**src/rtl/trdb_pkg.sv**
```systemverilog
// rtl/trdb_pkg.sv - shared widths, header layout, FSM states and packet type for the trace packet serializer (TE_SERIALIZER_LOST_COUNT_EN adds lost-marker states)
package trdb_pkg;

  localparam int DEF_PTYPE_W   = 2;
  localparam int DEF_LEN_W     = 5;
  localparam int DEF_PAYLOAD_W = 248;

  // Header byte layout: {1'b0, length, type}
  localparam int HDR_TYPE_LSB  = 0;
  localparam int HDR_LEN_LSB   = 2;
  localparam int HDR_RSVD_BIT  = 7;

  localparam logic [7:0] LOST_MARKER = 8'hFF;

  typedef enum logic [2:0] {
    ST_IDLE,
    ST_HEADER,
    ST_PAYLOAD
`ifdef TE_SERIALIZER_LOST_COUNT_EN
    ,
    ST_LOST_MARK,
    ST_LOST_CNT
`endif
  } state_e;

  typedef struct packed {
    logic [DEF_PTYPE_W-1:0]   ptype;
    logic [DEF_LEN_W-1:0]     length;
    logic [DEF_PAYLOAD_W-1:0] payload;
  } packet_t;

  function automatic logic [7:0] hdr_byte(input logic [DEF_LEN_W-1:0]   len,
                                          input logic [DEF_PTYPE_W-1:0] ptype);
    logic [7:0] b;
    b = '0;
    b[HDR_LEN_LSB +: DEF_LEN_W]    = len;
    b[HDR_TYPE_LSB +: DEF_PTYPE_W] = ptype;
    b[HDR_RSVD_BIT]                = 1'b0;
    return b;
  endfunction

  function automatic logic [7:0] payload_byte(input logic [DEF_PAYLOAD_W-1:0] payload,
                                              input logic [DEF_LEN_W-1:0]     idx);
    logic [DEF_PAYLOAD_W-1:0] sh;
    sh = payload >> {idx, 3'b000};
    return sh[7:0];
  endfunction

endpackage

```
**src/rtl/te_packet_fifo.sv**
```systemverilog
// rtl/te_packet_fifo.sv - synchronous FIFO of whole trace packets with flush
module te_packet_fifo
  import trdb_pkg::*;
#(
  parameter int DEPTH = 4
) (
  input  logic    clk_i,
  input  logic    rst_ni,
  input  logic    clear_i,
  input  logic    push_i,
  input  packet_t push_pkt_i,
  input  logic    pop_i,
  output packet_t head_o,
  output logic    full_o,
  output logic    empty_o
);

  localparam int AW = $clog2(DEPTH);

  packet_t       mem_q [DEPTH];
  logic [AW:0]   wr_q;
  logic [AW:0]   rd_q;
  logic          do_push;
  logic          do_pop;

  // Extra pointer MSB distinguishes full from empty when the index bits match
  assign full_o  = (wr_q[AW] != rd_q[AW]) && (wr_q[AW-1:0] == rd_q[AW-1:0]);
  assign empty_o = (wr_q == rd_q);
  assign do_push = push_i & ~full_o & ~clear_i;
  assign do_pop  = pop_i & ~empty_o & ~clear_i;
  assign head_o  = mem_q[rd_q[AW-1:0]];

  // Pointer update; flush wins over push and pop
  always_ff @(posedge clk_i or negedge rst_ni) begin
    if (!rst_ni) begin
      wr_q <= '0;
      rd_q <= '0;
    end else if (clear_i) begin
      wr_q <= '0;
      rd_q <= '0;
    end else begin
      if (do_push) wr_q <= wr_q + 1'b1;
      if (do_pop)  rd_q <= rd_q + 1'b1;
    end
  end

  // Packet storage, write port only
  always_ff @(posedge clk_i) begin
    if (do_push) mem_q[wr_q[AW-1:0]] <= push_pkt_i;
  end

endmodule

```
**src/rtl/te_packet_serializer.sv**
```systemverilog
// rtl/te_packet_serializer.sv - buffers encoder packets and streams them as header + LSB-first payload bytes (TE_SERIALIZER_LOST_COUNT_EN adds lost_count_o and marker bytes)
module te_packet_serializer
  import trdb_pkg::*;
#(
  parameter int PTYPE_W    = DEF_PTYPE_W,
  parameter int LEN_W      = DEF_LEN_W,
  parameter int PAYLOAD_W  = DEF_PAYLOAD_W,
  parameter int FIFO_DEPTH = 4
) (
  input  logic                 clk_i,
  input  logic                 rst_ni,
  input  logic                 packet_valid_i,
  input  logic [PTYPE_W-1:0]   packet_type_i,
  input  logic [LEN_W-1:0]     packet_length_i,
  input  logic [PAYLOAD_W-1:0] packet_payload_i,
  output logic [7:0]           byte_o,
  output logic                 byte_valid_o,
  output logic                 byte_last_o,
  input  logic                 byte_ready_i,
  input  logic                 clear_i,
  output logic                 overflow_o,
  output logic                 busy_o
`ifdef TE_SERIALIZER_LOST_COUNT_EN
  ,
  output logic [7:0]           lost_count_o
`endif
);

  packet_t              push_pkt;
  packet_t              head_pkt;
  packet_t              work_q, work_d;
  logic                 fifo_full, fifo_empty;
  logic                 push, pop, drop, xfer;
  logic                 finish, start;
  state_e               state_q, state_d;
  logic [DEF_LEN_W-1:0] idx_q, idx_d;
  logic [7:0]           byte_q, byte_d;
  logic                 valid_q, valid_d;
  logic                 last_q, last_d;
  logic                 overflow_q;
`ifdef TE_SERIALIZER_LOST_COUNT_EN
  logic [7:0]           lost_q;
  logic [7:0]           snap_q, snap_d;
  logic                 cnt_done;
`endif

  assign push_pkt = '{ptype: packet_type_i, length: packet_length_i, payload: packet_payload_i};
  // Fullness uses the registered count, so a same-cycle pop never rescues a push
  assign drop     = packet_valid_i & fifo_full & ~clear_i;
  assign push     = packet_valid_i & ~fifo_full & ~clear_i;
  assign xfer     = valid_q & byte_ready_i;

  te_packet_fifo #(.DEPTH(FIFO_DEPTH)) u_fifo (
    .clk_i      (clk_i),
    .rst_ni     (rst_ni),
    .clear_i    (clear_i),
    .push_i     (push),
    .push_pkt_i (push_pkt),
    .pop_i      (pop),
    .head_o     (head_pkt),
    .full_o     (fifo_full),
    .empty_o    (fifo_empty)
  );

  // Next state and next registered byte; start loads the FIFO head so packets chain without a bubble
  always_comb begin
    state_d = state_q;
    work_d  = work_q;
    idx_d   = idx_q;
    byte_d  = byte_q;
    valid_d = valid_q;
    last_d  = last_q;
    pop     = 1'b0;
    finish  = 1'b0;
    start   = 1'b0;
`ifdef TE_SERIALIZER_LOST_COUNT_EN
    snap_d   = snap_q;
    cnt_done = 1'b0;
`endif
    case (state_q)
      ST_IDLE: start = ~fifo_empty;
      ST_HEADER: begin
        if (xfer) begin
          if (work_q.length != '0) begin
            state_d = ST_PAYLOAD;
            idx_d   = '0;
            byte_d  = payload_byte(work_q.payload, '0);
            last_d  = (work_q.length == DEF_LEN_W'(1));
          end else begin
            finish = 1'b1;
          end
        end
      end
      ST_PAYLOAD: begin
        if (xfer) begin
          if (last_q) begin
            finish = 1'b1;
          end else begin
            idx_d  = idx_q + 1'b1;
            byte_d = payload_byte(work_q.payload, idx_d);
            last_d = (idx_d == work_q.length - 1'b1);
          end
        end
      end
`ifdef TE_SERIALIZER_LOST_COUNT_EN
      ST_LOST_MARK: begin
        if (xfer) begin
          state_d = ST_LOST_CNT;
          byte_d  = snap_q;
          last_d  = 1'b0;
        end
      end
      ST_LOST_CNT: begin
        if (xfer) begin
          state_d  = ST_HEADER;
          byte_d   = hdr_byte(work_q.length, work_q.ptype);
          last_d   = (work_q.length == '0);
          cnt_done = 1'b1;
        end
      end
`endif
      default: state_d = ST_IDLE;
    endcase

    if (finish) begin
      if (!fifo_empty) begin
        start = 1'b1;
      end else begin
        state_d = ST_IDLE;
        valid_d = 1'b0;
        last_d  = 1'b0;
        byte_d  = '0;
      end
    end

    if (start) begin
      pop     = 1'b1;
      work_d  = head_pkt;
      idx_d   = '0;
      valid_d = 1'b1;
`ifdef TE_SERIALIZER_LOST_COUNT_EN
      if (lost_q != 8'd0) begin
        state_d = ST_LOST_MARK;
        byte_d  = LOST_MARKER;
        last_d  = 1'b0;
        snap_d  = lost_q;
      end else
`endif
      begin
        state_d = ST_HEADER;
        byte_d  = hdr_byte(head_pkt.length, head_pkt.ptype);
        last_d  = (head_pkt.length == '0);
      end
    end
  end

  // FSM, working packet and output byte registers; clear truncates any packet in flight
  always_ff @(posedge clk_i or negedge rst_ni) begin
    if (!rst_ni) begin
      state_q    <= ST_IDLE;
      work_q     <= '0;
      idx_q      <= '0;
      byte_q     <= '0;
      valid_q    <= 1'b0;
      last_q     <= 1'b0;
      overflow_q <= 1'b0;
    end else if (clear_i) begin
      state_q    <= ST_IDLE;
      work_q     <= '0;
      idx_q      <= '0;
      byte_q     <= '0;
      valid_q    <= 1'b0;
      last_q     <= 1'b0;
      overflow_q <= 1'b0;
    end else begin
      state_q    <= state_d;
      work_q     <= work_d;
      idx_q      <= idx_d;
      byte_q     <= byte_d;
      valid_q    <= valid_d;
      last_q     <= last_d;
      overflow_q <= overflow_q | drop;
    end
  end

`ifdef TE_SERIALIZER_LOST_COUNT_EN
  // Saturating drop counter; restarts once the count byte has been taken by the sink
  always_ff @(posedge clk_i or negedge rst_ni) begin
    if (!rst_ni) begin
      lost_q <= '0;
      snap_q <= '0;
    end else if (clear_i) begin
      lost_q <= '0;
      snap_q <= '0;
    end else begin
      snap_q <= snap_d;
      if (cnt_done)                       lost_q <= {7'd0, drop};
      else if (drop && lost_q != 8'hFF)   lost_q <= lost_q + 8'd1;
    end
  end

  assign lost_count_o = lost_q;
`endif

  assign byte_o       = byte_q;
  assign byte_valid_o = valid_q;
  assign byte_last_o  = last_q;
  assign overflow_o   = overflow_q;
  assign busy_o       = ~fifo_empty | (state_q != ST_IDLE);

endmodule

```
**config.mk**
```make
export PLATFORM = sky130hd
export DESIGN_NAME = te_packet_serializer
export DESIGN_NICKNAME = d
export VERILOG_FILES = /design/src/rtl/trdb_pkg.sv /design/src/rtl/te_packet_fifo.sv /design/src/rtl/te_packet_serializer.sv
export SDC_FILE = /design/constraint.sdc
export NUM_CORES = 1
export LEC_CHECK = 0
export ABC_AREA = 1
export CELL_PAD_IN_SITES_DETAIL_PLACEMENT = 0
export CELL_PAD_IN_SITES_GLOBAL_PLACEMENT = 1
export CORE_MARGIN = 4
export CORE_UTILIZATION = 50
export DETAILED_ROUTE_END_ITERATION = 10
export HOLD_SLACK_MARGIN = 0.08
export PLACE_DENSITY_LB_ADDON = 0.1
export SETUP_SLACK_MARGIN = 0.1
export SYNTH_ARGS = -nofsm -noshare
export SYNTH_HDL_FRONTEND = slang
export SYNTH_HIERARCHICAL = 1
export SYNTH_SLANG_ARGS = --single-unit
```
**constraint.sdc**
```tcl
create_clock -name clk_i -period 28.6 [get_ports clk_i]
set_input_delay 2.86 -clock clk_i [delete_from_list [all_inputs] [get_ports clk_i]]
set_output_delay 2.86 -clock clk_i [all_outputs]
set_load 0.02 [all_outputs]
```
==> results.yml, run 1 <==
grt:
  grt_max_degree: 206
  grt_pass1_vias: 32021
  grt_pass1_wl_mm: 201.9
  antenna_found_initial: 11
  grt_usage_pct: 24.68
  grt-ovfl-total: 0
clock_network:
  cts.sinks: 1298
  post_cts_buffers: 0
  postCtsHoldBufs: 0
  post_cts_resized: 0
  clk_pin_slew_worst_paths_ns: 0.05
  cts-root-buf: "clkbuf_16"
  numCtsBuffers: 138
  clkLatencyLatePin_ns: 0.74
  htreeDepth: 4
  clock_path_buffers: 3
  cts_tree: "done"
routing:
  drtPass1Iterations: 5
  wl_mm: 133.9
  drt-initial-drc-count: 2969
  wire_per_inst_um: 22.42
  route.detailed.drc: 0
  num_vias: 33168
  vias_per_cell: 5.554
  ant_nets: 0
floorplanning:
  floorplan.io_pins: 272
  dieArea_um2: 108200
  coreArea_um2: 102000
  initial_core_util_pct: 50.48
  row_count: 117
  die_h_um: 329.0
  die_x_um: 329.0
setup_path:
  crit_path_end_kind: "flip-flop"
  setup.worst_path.start: "clear_i"
  critPathLaunchType: "input port"
  required_ns: 28.94
  crit_arrival_ns: 7.87
  path_class: "input port to flip-flop"
  r2r-start: "u_fifo/rd_q[1]"
  critPathMaxFanout: 68
layout:
  nets: 4748
  area_growth_pct: 15.42
  mostFrequentLayoutCells: "1020 x edfxtp_1, 619 x o21ai_0, 595 x nand2_1, 532 x nor2_1, 275 x dfrtp_1"
  multi_input_area_um2: 11760
  fillers: 8404
  final_layout_size_suffix_gt1_share_pct: 5.876
  finish.utilization_pct: 58.27
  regArea_um2: 37600
  final_common_cell: "edfxtp_1"
  fin_cells: 5972
sta:
  fin_skew_ns: 0.02430
  worst_pin_slew_ns: 1.221
  setup_viol: 0
  finalHoldViolCount: 0
  max_freq_mhz: 132.7
  period_needed_ns: 7.539
  maxSlewViolCount: 0
  fin_crit_sh_pct: 26.36
  setup_tns_ns: 0
  grt_setup_unrepaired: "false"
  slew_headroom_pct: 18.60
power:
  peakVddDrop_mv: 0.04990
  seqPwrFrac_pct: 52.2
  p_leak_uw: 0.02137
  pwr-share-clk_pct: 43.0
  switching_share_pct: 21.06
  intPower_uw: 3158
  p_sw_uw: 842.5
  pwr_density_cell_nw_per_um2: 67.29
  comb_power_share_pct: 4.8
placed_design:
  dp.cells: 5708
  numPortBuffers: 271
  gp_congestion: 0.7885
  dp_hpwl_mm: 77.34
logic_synthesis:
  synth.distinct_cells: 38
  async_reset_ff_share_pct: 21.42
  ys.warnings.count: 6
  ys_seq_area_share_pct: 72.97
  synth_edf_count: 1020
  synth_nets: 4585
  yosys_register_bits: 1298
  synth-main-ff-cell: "edfxtp_1"
  syn-cell-area_um2: 51510
  synth.avg_cell_area_um2: 11.93
  synthCells: 4317
min_path:
  worstHoldStart: "work_q[41]"
  hold_class: "flip-flop to flip-flop"
outcome:
  status: "complete, no violations"
job:
  cap_violations: 0
worst paths after layout:
| kind | slack, ns | end | cells past startpoint |
|---|---|---|---|
| max | 21.06 | u_fifo/mem_q[3][43] | 9 |
| max reg2reg | 22.23 | u_fifo/mem_q[3][43] | 11 |
| min reg2reg | 0.50 | work_q[41] | 2 |
| min in group asynchronous | 2.12 | u_fifo/wr_q[2] | 1 |
| min | 0.50 | work_q[41] | 2 |
| max in group asynchronous | 24.23 | idx_q[0] | 3 |
cell type report:
| class | instances | area share (%) |
|---|---|---|
| repair buffers | 308 | 5.165 |
| inverters | 224 | 1.475 |
| multi-input cells | 2510 | 19.78 |
| clock buffers | 208 | 6.697 |
| diodes | 9 | 0.03788 |
| well taps | 1368 | 2.879 |
| flip-flops and latches | 1298 | 63.24 |
| clock inverters | 47 | 0.7240 |
cells by family (layout without fill, tap and decap cells):
group	count (synthesis)	after routing	synth area share (%)
compound gates	1081	1081	11.22
flops	1298	1298	72.97
other cells	1	10	0.007280
simple gates	1409	1409	11.02
fa+ha+maj	8	8	0.1943
xor+xnor	11	11	0.2381
buf+inv	509	787	4.348
critical path, cell delays in order:
cell and delay (ns):
clkdlybuf4s50_1 0.54, inv_4 0.16, nand2_1 0.06, nor2_1 0.24, nand3_1 0.36, nor2_4 0.96, buf_4 0.71, buf_4 0.80
buf_4 0.91
power by group through the flow:
stage | logic (µW) | registers, µW | clock network (µW)
after floorplan | 86.7 | 2130 | 0
after global placement | 191 | 2130 | 0
after detailed placement | 192 | 2130 | 0
after CTS | 193 | 2090 | 1760
after global routing | 210 | 2090 | 1840
final | 190 | 2090 | 1720
routing by layer:
metal / wire, µm / up-vias / share of wire (%) / global-route usage (%)
li1: - / 15651 / - / -
met5: 36 / - / 0.027 / 0
met3: 8433 / 188 / 6.3 / 4.670
met4: 3238 / 6 / 2.4 / 7.659
met2: 63060 / 941 / 47 / 38.59
met1: 59140 / 16382 / 44 / 35.46
synthesized netlist by cell type, types with 2 or more instances:
library cell | n | area share, %
o22ai_1 | 260 | 3.2
xnor2_1 | 3 | 0.051
o21ai_0 | 619 | 6.0
nand3_2 | 4 | 0.078
nand3_1 | 257 | 2.5
inv_2 | 4 | 0.029
xor2_1 | 6 | 0.10
o21ai_1 | 117 | 1.1
nor3_1 | 2 | 0.019
buf_6 | 17 | 0.37
buf_2 | 62 | 0.60
edfxtp_1 | 1020 | 59
dfrtp_1 | 278 | 14
a21oi_1 | 68 | 0.66
inv_1 | 217 | 1.6
nor2_2 | 2 | 0.024
nand2_2 | 4 | 0.049
buf_1 | 11 | 0.080
nand2_1 | 596 | 4.3
ha_1 | 8 | 0.19
clkbuf_1 | 161 | 1.2
buf_4 | 31 | 0.45
nand4_1 | 7 | 0.085
clkbuf_2 | 3 | 0.029
o211ai_1 | 12 | 0.17
nor2_1 | 536 | 3.9
registers in the layout, indices dropped and copies added, names as in the netlist, 3 cells and up:
| register | count |
|---|---|
| work_q | 253 |
| idx_q | 5 |
| u_fifo/rd_q | 3 |
| state_q | 3 |
| u_fifo/wr_q | 3 |
| byte_o | 8 |
| u_fifo/mem_q | 1020 |
per-stage QoR:
stage | instance area (µm²) | setup WS (ns) | hold WS [ns] | power (µW)
2_1_floorplan | 51510 | 13.21 | 0.4717 | 2219
3_3_place_gp | 55020 | 20.34 | 0.4875 | 2317
3_5_place_dp | 55020 | 20.31 | 0.4898 | 2319
4_1_cts | 59430 | 21.11 | 0.5075 | 4041
5_1_grt | 59440 | 20.83 | 0.5210 | 4144
6_report | 59450 | 21.06 | 0.5049 | 4001
(Power assumes the default switching activity.)
==> run 2, diff against run 1 <==
--- a/config.mk
+++ b/config.mk
@@ -9,7 +9,7 @@
 export CELL_PAD_IN_SITES_DETAIL_PLACEMENT = 0
 export CELL_PAD_IN_SITES_GLOBAL_PLACEMENT = 1
 export CORE_MARGIN = 4
-export CORE_UTILIZATION = 50
+export CORE_UTILIZATION = 49
 export DETAILED_ROUTE_END_ITERATION = 10
 export HOLD_SLACK_MARGIN = 0.08
 export PLACE_DENSITY_LB_ADDON = 0.1
==> constraint.sdc (replaced) <==
create_clock -name clk_i -period 7.1 [get_ports clk_i]
set_input_delay 0.71 -clock clk_i [delete_from_list [all_inputs] [get_ports clk_i]]
set_output_delay 0.71 -clock clk_i [all_outputs]
set_load 0.02 [all_outputs]
==> run 2 against run 1 <==
Die area grew 2.0%. Sequential share of layout area shrank 0.074 points. Count of clock-buffer cells in the layout shrank 10. Cell count is essentially flat. Worst setup slack lost 18 ns. Global-route usage shrank 0.58 points. Sequential power grew to 4.0 times the previous value. Cell area grew 0.12%. Utilization shrank 1.0 points. Wire length grew 1.6%.
==> results.yml, run 2 (synthesized netlist as in run 1, its figures left out) <==
sta:
  maxSlewViolCount: 0
  holdWs_ns: 0.5068
  fin_skew_ns: 0.02629
  grt_setup_unrepaired: "false"
  period_needed_ns: 4.420
  finalHoldViolCount: 0
  setup_tns_ns: 0
  max_freq_mhz: 226.2
  setup_viol: 0
  slew_headroom_pct: 20.87
  fin_crit_sh_pct: 62.26
  worst_pin_slew_ns: 1.187
setup_path:
  critPathLaunchType: "flip-flop"
  crit_path_end_kind: "flip-flop"
  critPathMaxFanout: 110
  crit_arrival_ns: 5.07
  required_ns: 7.75
  path_class: "flip-flop to flip-flop"
  cp_slowest_cell: "buf_4"
  path_cells: "inv_8 > nand2_1 > nand2_1 > nand3_2 > inv_1 > o21bai_4 > buf_4 > nand2_8 > buf_4 > o21ai_0"
  worst_path_largest_cell_delay_ns: 0.90
clock_network:
  clk_pin_slew_worst_paths_ns: 0.06
  cts.sinks: 1298
  clkLatencyLatePin_ns: 0.74
  post_cts_buffers: 0
  htreeDepth: 4
  clock_path_buffers: 3
  cts_tree: "done"
  cts-root-buf: "clkbuf_16"
  numCtsBuffers: 137
placed_design:
  dp_hpwl_mm: 80.91
  dp.cells: 5721
  numPortBuffers: 271
  gp_congestion: 0.8251
grt:
  antenna_found_initial: 7
  grt_max_degree: 222
  grt_pass1_wl_mm: 202.9
  grt-ovfl-total: 0
  grt_usage_pct: 24.10
  grt_pass1_vias: 31832
power:
  power_uw: 16130
  seqPwrFrac_pct: 52.2
  pwr-share-clk_pct: 43.0
  p_sw_uw: 3444
  switching_share_pct: 21.35
  peakVddDrop_mv: 0.1971
  intPower_uw: 12680
  pwr_density_cell_nw_per_um2: 270.9
  p_leak_uw: 0.02135
  comb_power_share_pct: 4.8
layout:
  final_common_cell: "edfxtp_1"
  fin_cells: 5977
  largest_register_ffs: 1020
  area_growth_pct: 15.56
  mostFrequentLayoutCells: "1020 x edfxtp_1, 619 x o21ai_0, 595 x nand2_1, 532 x nor2_1, 275 x dfrtp_1"
  final_layout_size_suffix_gt1_share_pct: 5.618
  nets: 4749
routing:
  drt-initial-drc-count: 2867
  drtPass1Iterations: 5
  vias_per_cell: 5.599
  wire_per_inst_um: 22.76
  wl_mm: 136.0
  route.detailed.drc: 0
  num_vias: 33465
  ant_nets: 0
outcome:
  status: "complete, no violations"
floorplanning:
  row_count: 118
  floorplan.io_pins: 272
  coreArea_um2: 103900
  initial_core_util_pct: 49.56
  die_h_um: 332.2
  dieArea_um2: 110400
  die_x_um: 332.2
min_path:
  hold_class: "flip-flop to flip-flop"
job:
  cap_violations: 0
run 2: cell types whose count changed in the layout (fill, tap and decap cells not counted), moves of 2 or more:
cell        before  now
clkbuf_8        18    8
buf_12           6   15
clkinv_1        10   19
buf_4           31   23
clkinv_2        22   14
diode_2          9    5
bufinv_16        6    8
clkinvlp_4       1    3
run 2: power by group through the flow:
stage          clock network [µW]  registers (µW)  logic [µW]
3_5_place_dp                    0            8570         783
2_1_floorplan                   0            8580         350
5_1_grt                      7370            8420         853
6_report                     6930            8420         778
4_1_cts                      7060            8420         786
3_3_place_gp                    0            8570         777
run 2: critical path, delay by kind of cell (launching register included):
kind            cells  cell delay [ns]
buf+inv             4             2.07
simple gates        4             1.07
flops               1             0.68
compound gates      2             0.40
run 2: path summary, 6_finish.rpt:
path | cells after the start | to | start | slack (ns)
setup / recovery | 10 | work_q[69] | u_fifo/rd_q[1] | 2.68
setup reg to reg | 10 | work_q[69] | u_fifo/rd_q[1] | 2.68
hold / removal | 2 | work_q[136] | work_q[136] | 0.51
hold reg to reg | 2 | work_q[136] | work_q[136] | 0.51
min in group asynchronous | 2 | overflow_o | rst_ni | 0.52
max in group asynchronous | 3 | idx_q[0] | rst_ni | 5.18
run 2: area by class of cell:
| type | count | area (µm²) |
|---|---|---|
| multi-input cells | 2510 | 11760 |
| inverters | 224 | 877.1 |
| clock inverters | 52 | 503.0 |
| well taps | 1380 | 1727 |
| repair buffers | 310 | 3201 |
| flip-flops and latches | 1298 | 37600 |
| diodes | 5 | 12.51 |
| fillers | 8651 | 44420 |
| clock buffers | 198 | 3844 |
run 2: routing by layer:
metal | GRT usage, % | up-vias | wire length [µm]
met2 | 36.60 | 973 | 62500
met1 | 35.42 | 16639 | 61330
met3 | 4.148 | 200 | 8150
met5 | 0 | - | 0
met4 | 8.461 | 0 | 4048
li1 | - | 15653 | -
run 2: stage by stage:
stage / instance area [µm²] / utilization, % / worst slack [ns]
after global routing: 59520 / 57.26 / 2.213
after CTS: 59510 / 57.25 / 2.548
after global placement: 55150 / 53.06 / 2.661
final: 59520 / 57.27 / 2.680
after detailed placement: 55150 / 53.06 / 2.551
after floorplan: 51520 / - / -1.888
run 2: timing repair:
item                                    in CTS  in global routing
endpoints found under the setup margin       0                  0
hold buffers                                 1                  0
gates resized for setup                      0                  0
endpoints found under the hold margin       62                  0
